`src/rtl/matrix_maxpool.sv`:
```
// matrix_maxpool
//   Post-convolution stage: reads a W x H signed matrix from shared RAM,
//   applies POOL x POOL max-pooling with stride POOL (optional ReLU), and
//   writes the (W/POOL) x (H/POOL) result back through the same word
//   addressed read/write handshake used by the convolution engine.
//
// Ports
//   clk            rising-edge clock
//   reset          asynchronous active-low reset
//   enable         run enable; low freezes the FSM and holds every output
//   mem_opdone     memory finished current transaction (data_i valid on reads)
//   data_i[31:0]   read data, signed
//   data_o[31:0]   write data
//   addr_o[31:0]   word address
//   mem_operation  01 read, 11 write, 00 idle
//   done           job complete
//
// state        | meaning
// -------------+------------------------------------------------------
// IDLE         | waiting for enable, counters cleared
// FETCH_PARAMS | reading W, H, SRC, DST from the parameter block
// WIN_INIT     | reset window row/column scan for output (y, x)
// READ         | fetch one window sample
// CMP          | fold sample into running maximum, advance scan
// WRITE        | store (optionally ReLU'd) maximum to out[y][x]
// DONE         | done=1 until enable drops
module matrix_maxpool #(
  parameter int          POOL       = 2,
  parameter int          RELU       = 1,
  parameter logic [31:0] PARAM_BASE = 32'h0000_0010
) (
  input  logic        clk,
  input  logic        reset,
  input  logic        enable,
  input  logic        mem_opdone,
  input  logic [31:0] data_i,
  output logic [31:0] data_o,
  output logic [31:0] addr_o,
  output logic [1:0]  mem_operation,
  output logic        done
);

  localparam logic [31:0] POOL_W  = 32'(POOL);
  localparam logic [1:0]  POOL_M1 = 2'(POOL - 1);
  localparam logic [1:0]  OP_NONE = 2'b00;
  localparam logic [1:0]  OP_RD   = 2'b01;
  localparam logic [1:0]  OP_WR   = 2'b11;

  typedef enum logic [2:0] {
    IDLE, FETCH_PARAMS, WIN_INIT, READ, CMP, WRITE, DONE
  } state_t;

  state_t      state_q, state_d;
  logic [31:0] data_o_q, data_o_d;
  logic [31:0] addr_o_q, addr_o_d;
  logic [1:0]  op_q, op_d;
  logic        done_q, done_d;
  logic [1:0]  pidx_q, pidx_d;
  logic [31:0] w_q, w_d, h_q, h_d, src_q, src_d, dst_q, dst_d;
  logic [31:0] ow_q, ow_d, oh_q, oh_d;
  logic [31:0] x_q, x_d, y_q, y_d;
  logic [1:0]  wr_q, wr_d, wc_q, wc_d;
  logic        first_q, first_d;
  logic [31:0] sample_q, sample_d;
  logic [31:0] max_q, max_d;

  logic [31:0] in_row, in_col, in_addr, out_addr, wr_val;

  assign in_row   = y_q * POOL_W + {30'b0, wr_q};
  assign in_col   = x_q * POOL_W + {30'b0, wc_q};
  assign in_addr  = src_q + in_row * w_q + in_col;
  assign out_addr = dst_q + y_q * ow_q + x_q;
  assign wr_val   = ((RELU != 0) && max_q[31]) ? 32'h0 : max_q;

  always_comb begin
    state_d  = state_q;
    data_o_d = data_o_q;
    addr_o_d = addr_o_q;
    op_d     = op_q;
    done_d   = done_q;
    pidx_d   = pidx_q;
    w_d      = w_q;
    h_d      = h_q;
    src_d    = src_q;
    dst_d    = dst_q;
    ow_d     = ow_q;
    oh_d     = oh_q;
    x_d      = x_q;
    y_d      = y_q;
    wr_d     = wr_q;
    wc_d     = wc_q;
    first_d  = first_q;
    sample_d = sample_q;
    max_d    = max_q;

    if (state_q == DONE) begin
      // DONE is the only state that reacts to enable being low.
      done_d = 1'b1;
      op_d   = OP_NONE;
      if (!enable) begin
        done_d  = 1'b0;
        state_d = IDLE;
      end
    end else if (enable) begin
      case (state_q)
        IDLE: begin
          done_d  = 1'b0;
          pidx_d  = 2'd0;
          x_d     = 32'd0;
          y_d     = 32'd0;
          wr_d    = 2'd0;
          wc_d    = 2'd0;
          first_d = 1'b0;
          state_d = FETCH_PARAMS;
        end
        FETCH_PARAMS: begin
          if (op_q == OP_NONE) begin
            op_d     = OP_RD;
            addr_o_d = PARAM_BASE + {30'b0, pidx_q};
          end else if (mem_opdone) begin
            op_d   = OP_NONE;
            pidx_d = pidx_q + 2'd1;
            case (pidx_q)
              2'd0:    w_d   = data_i;
              2'd1:    h_d   = data_i;
              2'd2:    src_d = data_i;
              default: dst_d = data_i;
            endcase
            if (pidx_q == 2'd3) begin
              ow_d = w_q / POOL_W;
              oh_d = h_q / POOL_W;
              x_d  = 32'd0;
              y_d  = 32'd0;
              if (ow_d == 32'd0 || oh_d == 32'd0) begin
                done_d  = 1'b1;
                state_d = DONE;
              end else begin
                state_d = WIN_INIT;
              end
            end
          end
        end
        WIN_INIT: begin
          wr_d    = 2'd0;
          wc_d    = 2'd0;
          first_d = 1'b1;
          state_d = READ;
        end
        READ: begin
          if (op_q == OP_NONE) begin
            op_d     = OP_RD;
            addr_o_d = in_addr;
          end else if (mem_opdone) begin
            op_d     = OP_NONE;
            sample_d = data_i;
            state_d  = CMP;
          end
        end
        CMP: begin
          if (first_q || ($signed(sample_q) > $signed(max_q)))
            max_d = sample_q;
          first_d = 1'b0;
          state_d = READ;
          if (wc_q == POOL_M1) begin
            wc_d = 2'd0;
            if (wr_q == POOL_M1) state_d = WRITE;
            else                 wr_d    = wr_q + 2'd1;
          end else begin
            wc_d = wc_q + 2'd1;
          end
        end
        WRITE: begin
          if (op_q == OP_NONE) begin
            op_d     = OP_WR;
            addr_o_d = out_addr;
            data_o_d = wr_val;
          end else if (mem_opdone) begin
            op_d    = OP_NONE;
            state_d = WIN_INIT;
            if (x_q + 32'd1 == ow_q) begin
              x_d = 32'd0;
              y_d = y_q + 32'd1;
              if (y_q + 32'd1 == oh_q) begin
                done_d  = 1'b1;
                state_d = DONE;
              end
            end else begin
              x_d = x_q + 32'd1;
            end
          end
        end
        default: state_d = IDLE;
      endcase
    end
  end

  always_ff @(posedge clk or negedge reset) begin
    if (!reset) begin
      state_q  <= IDLE;
      data_o_q <= '0;
      addr_o_q <= '0;
      op_q     <= OP_NONE;
      done_q   <= 1'b0;
      pidx_q   <= '0;
      w_q      <= '0;
      h_q      <= '0;
      src_q    <= '0;
      dst_q    <= '0;
      ow_q     <= '0;
      oh_q     <= '0;
      x_q      <= '0;
      y_q      <= '0;
      wr_q     <= '0;
      wc_q     <= '0;
      first_q  <= 1'b0;
      sample_q <= '0;
      max_q    <= '0;
    end else begin
      state_q  <= state_d;
      data_o_q <= data_o_d;
      addr_o_q <= addr_o_d;
      op_q     <= op_d;
      done_q   <= done_d;
      pidx_q   <= pidx_d;
      w_q      <= w_d;
      h_q      <= h_d;
      src_q    <= src_d;
      dst_q    <= dst_d;
      ow_q     <= ow_d;
      oh_q     <= oh_d;
      x_q      <= x_d;
      y_q      <= y_d;
      wr_q     <= wr_d;
      wc_q     <= wc_d;
      first_q  <= first_d;
      sample_q <= sample_d;
      max_q    <= max_d;
    end
  end

  assign data_o        = data_o_q;
  assign addr_o        = addr_o_q;
  assign mem_operation = op_q;
  assign done          = done_q;

endmodule
```
`config.mk`:
```
export PLATFORM = sky130hd
export DESIGN_NAME = matrix_maxpool
export DESIGN_NICKNAME = d
export VERILOG_FILES = /design/src/rtl/matrix_maxpool.sv
export SDC_FILE = /design/constraint.sdc
export NUM_CORES = 2
export LEC_CHECK = 0
export ABC_AREA = 1
export BUFFER_PORTS_ARGS = -buffer_cell sky130_fd_sc_hd__buf_2
export CAP_MARGIN = 20
export CORE_MARGIN = 4
export CORE_UTILIZATION = 26
export DETAILED_ROUTE_END_ITERATION = 12
export GPL_TIMING_DRIVEN = 0
export PLACE_DENSITY = 0.45
export REMOVE_ABC_BUFFERS = 1
export SKIP_CTS_REPAIR_TIMING = 1
export SYNTH_ARGS = -nofsm -noshare
export SYNTH_HDL_FRONTEND = slang
export SYNTH_SLANG_ARGS = --single-unit
export TNS_END_PERCENT = 100
```
`constraint.sdc`:
```
create_clock -name clk -period 11.2 [get_ports clk]
set_input_delay 2.8 -clock clk [delete_from_list [all_inputs] [get_ports clk]]
set_output_delay 2.8 -clock clk [all_outputs]
set_load 0.01 [all_outputs]
```
==> reports/summary.txt <==
setup_tns = 0 ns
max_slew headroom = 15.34%
clock-pin slew on the worst setup and hold paths = 0.06 ns
Post-synth top flop = dfrtp_1
P_leak = 0.03121 uW
initial antenna violation count = 16
Initial Util = 26.12%
Clock Latency Late Sink = 0.71 ns
# Max-Cap Violations = 0
drt drc = 0
CP Launch Type = flip-flop
TritonCTS clock tree = built
worst vdd ir = 123.8 uV
post-synthesis sequential area ratio = 17.99%
final std cells w/o fill = 9440
area grow syn2layout = 11.48%
Filler cells = 22570
Die Y = 466.6 um
DR WL/cell = 22.08 um
Post-synth EDFFs = 0
period utilization = 94.67%
highest-delay cell along the critical path = nand2_1
Mapped Cells = 6657
Final Util = 29.11%
distinct cell type count after synthesis = 61
ys async rst share = 100.0%
WL final = 208500 um
RSZ-0062 raised after global routing = false
vias in the first global route = 45140
endpoint type of the worst setup path = flip-flop
clock root cell = clkbuf_16
Nets = 7856
H-tree lvl count = 2
share of layout cells above drive strength 1 = 6.937%
minimum clock period = 10.60 ns
Min-Delay Path Class = reg -> reg
total design power = 10250 uW
Worst-Margin Slew = 1.270 ns
full die area = 0.2177 mm^2
HPWL after DPL = 165800 um
Core Box Area = 0.2094 mm^2
crit path max fanout = 16
# IOs = 103
first-pass GRT wire length = 307200 um
Final Hold Viols = 0
largest net degree at the start of global routing = 107
clk sink count = 393
status = finished, final reports clean
clk buf depth = 3
DP Cell Count = 9332
Mapped Avg Cell Area = 8.214 um^2
post-synth top area share = 34.31%
Die Width = 466.6 um
ranking of synthesized cells by area = fa_1 (34%), dfrtp_1 (18%), inv_1 (11%)
Critical Path AT = 11.13 ns
critical path's largest stage delay = 0.74 ns
fmax = 94.31 MHz
Detail Route Antenna Nets = 0
Synth Register Bits = 393
Row Count = 168
grt total ovfl = 0
cell area after synthesis = 0.05468 mm^2
PortBufs = 101
cell area power density = 168.2 mW/mm^2
vias post-DR = 43140
Max Slew Vio Count = 0
Synth warnings = 0
Via-to-Cell Ratio = 4.570
First-pass DRT Iterations = 8
gp weighted congestion = 0.8908
DP Area = 0.05892 mm^2
clock skew = 0.08386 ns
final setup vio count = 0
DRT iter0 DRCs = 3452
Crit Path Category = reg -> reg
final instance area = 0.06095 mm^2
cell mode on critical path = inv_1
WP data required = 11.72 ns
Synth area leader = fa_1
GRT Total Usage = 19.19%
CTS Buf Count = 54
[cell type report]
class	instances	area, um^2	share of cell area, %
clock inverter	34	489.2	0.8026
sequential	393	9853	16.16
timing repair buffer	162	1872	3.071
antenna	4	10.01	0.01642
tap	2805	3510	5.758
inverter	1617	6070	9.958
clock buffer	67	1450	2.379
multi-input combinational	4358	37700	61.85
[worst max-delay path: cells and delay by family, from the launching register on]
family	cells	cell delay [ns]
and+or+nand+nor	14	2.95
buffers and inverters	10	1.08
AOI/OAI and AO/OA	2	0.81
adders and majority gates	10	5.00
DFF	1	0.55
[layout by cell type, fill, tap and decap left out, types with 6 or more instances in the layout]
| master | netlist | layout |
|---|---|---|
| xnor2_1 | 39 | 39 |
| ha_1 | 297 | 295 |
| nand3b_1 | 8 | 8 |
| o21ai_0 | 238 | 238 |
| clkinv_1 | 6 | 6 |
| inv_1 | 1604 | 1600 |
| o21ai_2 | 10 | 10 |
| buf_12 | 0 | 24 |
| xor2_1 | 134 | 134 |
| nand4_1 | 56 | 56 |
| fa_1 | 937 | 937 |
| o21a_1 | 21 | 21 |
| nor3_1 | 40 | 39 |
| clkbuf_16 | 0 | 54 |
| nor2_2 | 6 | 6 |
| nor4_1 | 31 | 31 |
| clkinv_2 | 0 | 9 |
| buf_2 | 16 | 100 |
| dfrtp_1 | 393 | 378 |
| o211ai_1 | 6 | 6 |
| inv_2 | 7 | 11 |
| o31ai_1 | 17 | 17 |
| buf_8 | 0 | 6 |
| o221ai_1 | 6 | 6 |
| buf_16 | 0 | 28 |
| bufinv_16 | 0 | 8 |
| or2_2 | 18 | 18 |
| mux2_2 | 122 | 122 |
| nor2_1 | 522 | 513 |
| o21ai_1 | 15 | 15 |
| clkinvlp_4 | 0 | 7 |
| clkbuf_1 | 224 | 8 |
| nor2_4 | 2 | 11 |
| dfrtp_2 | 0 | 15 |
| nand2_1 | 1422 | 1422 |
| nand3_1 | 190 | 189 |
| a21oi_1 | 164 | 164 |
[sequential cells by signal (all words and copies together), names as in the netlist, 3 cells and up]
| signal | cells |
|---|---|
| addr_o | 32 |
| dst_q | 32 |
| max_q | 32 |
| sample_q | 32 |
| src_q | 32 |
| w_q | 32 |
| x_q | 32 |
| y_q | 32 |
| data_o | 31 |
| h_q | 31 |
| oh_q | 31 |
| ow_q | 31 |
| state_q | 3 |
[synthesized netlist by cell type, types with 6 or more instances]
| cell | count |
|---|---|
| a21oi_1 | 164 |
| nand3b_1 | 8 |
| clkbuf_1 | 224 |
| inv_2 | 7 |
| o21ai_2 | 10 |
| clkinv_1 | 6 |
| ha_1 | 297 |
| buf_2 | 16 |
| mux2_2 | 122 |
| o221ai_1 | 6 |
| buf_1 | 38 |
| o211ai_1 | 6 |
| dfrtp_1 | 393 |
| nor3_1 | 40 |
| nand2_1 | 1422 |
| nor4_1 | 31 |
| o21a_1 | 21 |
| xnor2_1 | 39 |
| o31ai_1 | 17 |
| nor2_2 | 6 |
| nand4_1 | 56 |
| o21ai_0 | 238 |
| o21ai_1 | 15 |
| or2_2 | 18 |
| xor2_1 | 134 |
| inv_1 | 1604 |
| fa_1 | 937 |
| nand3_1 | 190 |
| nor2_1 | 522 |
[through the flow]
step	setup slack (ns)	hold WS, ns
6_report	0.5971	0.4653
4_1_cts	0.6536	0.4733
3_3_place_gp	-2.842	0.4554
2_1_floorplan	2.941	0.4530
5_1_grt	0.2113	0.4971
3_5_place_dp	0.7604	0.4571
[report_power, final]
part	internal (uW)	total (uW)	switching, uW
Combinational	1970	5600	3630
Clock	1120	1930	813
Sequential	1880	2720	834
Total	4970	10300	5280
[worst paths after layout]
| path | slack (ns) | end | cells after the start | startpoint |
|---|---|---|---|---|
| worst min-delay path | 0.47 | addr_o[1] | 2 | addr_o[1] |
| worst max register to register | 0.60 | addr_o[31] | 36 | y_q[0] |
| worst max-delay path | 0.60 | addr_o[31] | 36 | y_q[0] |
| worst min register to register | 0.47 | addr_o[1] | 2 | addr_o[1] |
| min in group asynchronous | 1.97 | src_q[23] | 1 | reset |
| max in group asynchronous | 7.55 | y_q[6] | 4 | reset |
[per-layer routing]
metal  global-route usage, %  vias to the layer above  wire length (um)
met5                       0                        -                 0
met4                   5.800                        0              7249
met3                   2.538                      262             12030
met2                   31.89                     1334             96990
met1                   26.00                    22010             92180
li1                        -                    19540                 -
[cell families after synthesis]
kind of cell | count (synthesis) | synth area share, %
buf+inv | 1906 | 13.22
flops | 393 | 17.99
compound gates | 520 | 5.302
mux | 123 | 2.531
xor+xnor | 174 | 2.801
fa+ha+maj | 1234 | 41.10
other cells | 1 | 0.006858
simple gates | 2306 | 17.06
Note: power is estimated with default switching activity, not from simulation.
